===== src/rtl/downcount_pkg.sv =====
// Shared types and constants for the loadable down-counter timer.
// Optional auto-reload is enabled by defining DOWNCOUNT_RELOAD_EN.
package downcount_pkg;

   localparam int DOWNCOUNT_WIDTH = 4;

   typedef enum logic [1:0] {
      IDLE    = 2'd0,
      COUNT   = 2'd1,
      EXPIRED = 2'd2
   } state_t;

endpackage : downcount_pkg


===== src/rtl/downcount_timer_if.sv =====
// Control/status bundle of the down-counter timer.
// The master drives the load value and strobes; the slave (the timer) returns count and status.
interface downcount_timer_if
   import downcount_pkg::*;
#(
   parameter int WIDTH = DOWNCOUNT_WIDTH
);

   logic [WIDTH-1:0] R;
   logic             l;
   logic             en;
   logic             auto;
   logic [WIDTH-1:0] q;
   logic             tc;
   logic             busy;
   logic             done;

   modport master (
      output R, l, en, auto,
      input  q, tc, busy, done
   );

   modport slave (
      input  R, l, en, auto,
      output q, tc, busy, done
   );

endinterface : downcount_timer_if


===== src/rtl/downcount_timer.sv =====
// Loadable down-counter with registered terminal-count pulse.
// A load of R starts counting towards zero; at the terminal decrement the
// timer either expires or (when DOWNCOUNT_RELOAD_EN is defined and auto=1)
// reloads the value captured at the last load. Without DOWNCOUNT_RELOAD_EN
// the reload register is absent and auto is ignored (one-shot only).
module downcount_timer
   import downcount_pkg::*;
#(
   parameter int WIDTH = DOWNCOUNT_WIDTH
) (
   input  logic              clk,
   input  logic              reset,
   downcount_timer_if.slave  bus
);

   state_t           state_q, state_d;
   logic [WIDTH-1:0] count_q, count_d;
   logic             tc_q, tc_d;

`ifdef DOWNCOUNT_RELOAD_EN
   logic [WIDTH-1:0] reload_q, reload_d;
`else
   logic             unused_auto;
   assign unused_auto = bus.auto;
`endif

   // Next-state, next-count and terminal-count pulse; load beats counting.
   always_comb begin
      state_d  = state_q;
      count_d  = count_q;
      tc_d     = 1'b0;
`ifdef DOWNCOUNT_RELOAD_EN
      reload_d = reload_q;
`endif
      if (bus.l) begin
         count_d  = bus.R;
`ifdef DOWNCOUNT_RELOAD_EN
         reload_d = bus.R;
`endif
         // A zero load has nothing to count: expire at once without a pulse.
         state_d  = (bus.R != '0) ? COUNT : EXPIRED;
      end else if (state_q == COUNT && bus.en) begin
         // COUNT is only entered with a nonzero value, so q==0 never occurs here
         // and the counter cannot wrap to all-ones.
         if (count_q == WIDTH'(1)) begin
            tc_d = 1'b1;
`ifdef DOWNCOUNT_RELOAD_EN
            if (bus.auto) begin
               count_d = reload_q;
            end else begin
               count_d = '0;
               state_d = EXPIRED;
            end
`else
            count_d = '0;
            state_d = EXPIRED;
`endif
         end else begin
            count_d = count_q - WIDTH'(1);
         end
      end
   end

   // State, count and pulse registers with asynchronous clear.
   always_ff @(posedge clk or posedge reset) begin
      if (reset) begin
         state_q  <= IDLE;
         count_q  <= '0;
         tc_q     <= 1'b0;
`ifdef DOWNCOUNT_RELOAD_EN
         reload_q <= '0;
`endif
      end else begin
         state_q  <= state_d;
         count_q  <= count_d;
         tc_q     <= tc_d;
`ifdef DOWNCOUNT_RELOAD_EN
         reload_q <= reload_d;
`endif
      end
   end

   assign bus.q    = count_q;
   assign bus.tc   = tc_q;
   assign bus.busy = (state_q == COUNT);
   assign bus.done = (state_q == EXPIRED);

endmodule : downcount_timer


===== src/flat_wrapper.sv =====
// flat-port wrapper written by rule: the top's interface ports become plain ports
module downcount_timer_flat import downcount_pkg::*;
#(
   parameter int WIDTH = DOWNCOUNT_WIDTH
)
  (clk, reset, bus_R, bus_l, bus_en, bus_auto, bus_q, bus_tc, bus_busy, bus_done);
  downcount_timer_if #(.WIDTH(WIDTH)) bus_i ();
  input  logic clk;
  input  logic reset;
  input wire logic [$bits(bus_i.R)-1:0] bus_R;
  input wire logic [$bits(bus_i.l)-1:0] bus_l;
  input wire logic [$bits(bus_i.en)-1:0] bus_en;
  input wire logic [$bits(bus_i.auto)-1:0] bus_auto;
  output wire logic [$bits(bus_i.q)-1:0] bus_q;
  output wire logic [$bits(bus_i.tc)-1:0] bus_tc;
  output wire logic [$bits(bus_i.busy)-1:0] bus_busy;
  output wire logic [$bits(bus_i.done)-1:0] bus_done;
  assign bus_i.R = bus_R;
  assign bus_i.l = bus_l;
  assign bus_i.en = bus_en;
  assign bus_i.auto = bus_auto;
  assign bus_q = bus_i.q;
  assign bus_tc = bus_i.tc;
  assign bus_busy = bus_i.busy;
  assign bus_done = bus_i.done;
  downcount_timer #(.WIDTH(WIDTH)) u_core (.clk(clk), .reset(reset), .bus(bus_i));
endmodule

===== config.mk =====
export PLATFORM = sky130hd
export DESIGN_NAME = downcount_timer_flat
export DESIGN_NICKNAME = d
export VERILOG_FILES = /design/src/rtl/downcount_pkg.sv /design/src/rtl/downcount_timer_if.sv /design/src/rtl/downcount_timer.sv /design/src/flat_wrapper.sv
export SDC_FILE = /design/constraint.sdc
export NUM_CORES = 1
export LEC_CHECK = 0
export ABC_CLOCK_PERIOD_IN_PS = 4000
export BUFFER_PORTS_ARGS = -buffer_cell sky130_fd_sc_hd__buf_2
export CORE_MARGIN = 1
export CORE_UTILIZATION = 25
export DETAILED_ROUTE_END_ITERATION = 10
export PLACE_DENSITY = 0.54
export SLEW_MARGIN = 20
export SYNTH_ARGS = -nofsm -noshare
export SYNTH_HDL_FRONTEND = slang
export SYNTH_SLANG_ARGS = --single-unit

===== constraint.sdc =====
create_clock -name clk -period 4 [get_ports clk]
set_clock_uncertainty 0.05 [all_clocks]
set_input_delay 0.8 -clock clk [delete_from_list [all_inputs] [get_ports clk]]
set_output_delay 0.8 -clock clk [all_outputs]
set_load 0.05 [all_outputs]

==> run_results.csv <==
group,metric,value,unit
die,io-pin-count,16,
die,dieHeight,43.37,um
logic_synthesis,synth_seq_area_share,40.94,%
setup_path,cp_max_fo,5,
logic_synthesis,synth_compound_area_share,19.59,%
cts,htree_levels,1,
sta,fmaxAchievable,0.5023,GHz
route,drt_pass1_iterations,7,
final_layout,syn_to_final_growth,26.02,%
sta,maxSlewHeadroom,75.90,%
route,wl_per_cell,12.54,um
route,viasPerCell,5.042,
min_path,hold_class,"input port to async pin",
route,first_iter_violations,13,
global_routing,grt_max_degree,15,
cts,post_cts_buffers,0,
sta,worst_pin_slew,356.8,ps
sta,whs,420.2,ps
cts,hold_buffers,0,
global_routing,grt_pass1_wl,1.476,mm
final_layout,drive_gt1_share,35.71,%
setup_path,crit_type,"flop to primary output",
route,wl,903,um
final_layout,finish.instance_area,539.3,um2
cts,postCtsResizedCells,0,
cts,max-clock-path-buffers,2,
die,fp-row-count,14,
logic_synthesis,synth_top_family_by_area,"simple AND/OR/NAND/NOR gates",
place,place_area,513.0,um2
logic_synthesis,ys_seq_elements,7,
setup_path,arrival,1140,ps
cts,cts_tree,"done",
logic_synthesis,synth_top_area_share,40.94,%
setup_path,cp-end-kind,"primary output",
logic_synthesis,synth_cell_types,23,
logic_synthesis,syn-cell-area,427.9,um2
global_routing,grt-ovfl-total,0,
route,drc,4,
run_status,violations,"DRC",
pwr,power.density,403.5,mW/mm2
cts,clkTransAtPathRegs,60,ps
die,die-area,0.001881,mm2
cts,cts_buffers,3,
pwr,p_leak,0.2625,nW
sta,rsz0062_at_grt,"false",
logic_synthesis,synth-simple-area-share,26.02,%
logic_synthesis,synthCells,39,
sta,tns,0,ps
route,ant_nets,0,
final_layout,layout_common_cells,"buf_2 (14), dfrtp_1 (7), inv_1 (5)",
cts,clock_latency,250,ps
global_routing,antenna_found_initial,0,
sta,period_minus_slack,1991,ps
route,vias,363,
cts,cts_num_sinks,7,
place,hpwlAfterDp,707.7,um
sta,drv_slew,0,
global_routing,track_usage,11.10,%
flow_run,max_cap_violations,0,
final_layout,final_nets,68,
sta,timing.final.crit_share,49.77,%
run_status,run_status,"finished, violations left",
final_layout,layout_commonest_cell,"buf_2",
logic_synthesis,yosys.area.top_type,"dfrtp_1",
logic_synthesis,yosys.area_share.adder,5.848,%
setup_path,r2r_start,"u_core.bus.q[1]",
logic_synthesis,avgSynthCellArea,10.97,um2
place,gp_congestion,0.7712,
die,coreArea,0.001559,mm2
setup_path,critPathLaunchType,"flop",
logic_synthesis,synth_mux_area_share,0,%
place,io_buffers,14,
logic_synthesis,synth_xor_area_share,2.047,%
logic_synthesis,netlist_top_cells_area,"dfrtp_1 (41%), ha_1 (5.8%), nor4b_4 (5.6%), nand3b_4 (4.7%), inv_1 (4.4%)",
sta,finalSetupViolations,0,
pwr,peakVddDrop,220.6,uV
die,die_w,43.37,um
global_routing,grt_pass1_vias,333,
setup_path,crit_required,3150,ps
setup_path,setup.worst_path.start,"u_core.state_q[0]",
sta,hold_viol_final,0,
die,initial_core_util,27.45,%
logic_synthesis,syn_nets,50,
cts,cts_root_buffer,"clkbuf_4",
logic_synthesis,synth_warnings,0,
final_layout,antenna_cells,0,
critical path: stages (launching register included):
cell and delay [ps]:
dfrtp_1 430, nor2b_1 180, buf_2 280
power breakdown:
part	leakage (nW)	switching (mW)	internal (mW)
sequential	0.0848	0.0101	0.0776
clock	0.0150	0.0267	0.0381
combinational	0.163	0.0439	0.0212
final timing paths:
check / endpoint / slack, ps / cells past startpoint
setup / recovery: bus_busy / 2010 / 2
hold / removal: u_core.bus.q[1] / 420 / 2
setup reg to reg: u_core.bus.q[3] / 2600 / 5
hold reg to reg: u_core.state_q[1] / 530 / 1
max in group asynchronous: u_core.state_q[0] / 3250 / 2
min in group clk: u_core.state_q[1] / 530 / 1
registers in the layout (all words and copies together), names as in the netlist:
signal and count:
u_core.state_q 2, u_core.bus.q 4, u_core.bus.tc 1
per-stage QoR:
stage,power (mW),utilization [%],setup slack [ps],cells
floorplan,0.1363,-,1980,39
global placement,0.1536,32.91,2267,68
detailed placement,0.1543,32.91,2268,68
CTS,0.2208,34.59,2000,72
global route,0.2329,34.59,1893,72
finish,0.2176,34.59,2009,72
cells in the mapped netlist, drive strengths merged:
master	instances
nand4b	1
a221o	1
inv	5
a2111oi	1
nor2b	3
o21ai	2
and2b	1
o311ai	1
o41ai	2
nor2	1
xnor2	1
nor4	1
nor4b	1
o31a	1
ha	2
nand2	2
or2b	1
buf	1
dfrtp	7
a41oi	1
a21oi	1
nand3b	2
area by class of cell:
class	instances	area, um2
fill	174	1020
multi-input combinational	26	229.0
sequential	7	175.2
timing repair buffer	14	70.07
clock buffer	4	26.28
tap	16	20.02
inverter	5	18.77
metal layers:
metal | vias to the layer above | share of wire [%] | global-route usage [%]
met2 | 18 | 43 | 13.64
li1 | 180 | - | -
met5 | - | 0 | 0
met3 | 0 | 7.5 | 5.000
met1 | 165 | 50 | 16.09
met4 | 0 | 0 | 5.625
kinds of logic (layout without fill, tap and decap cells):
kind of cell / Yosys count / after routing
buffers and inverters: 6 / 23
AO/OA/AOI/OAI: 10 / 10
adder cells (fa/ha/maj): 2 / 2
AND/OR/NAND/NOR: 13 / 13
flip-flops: 7 / 7
XOR/XNOR: 1 / 1
Note: power is estimated with default switching activity, not from simulation.
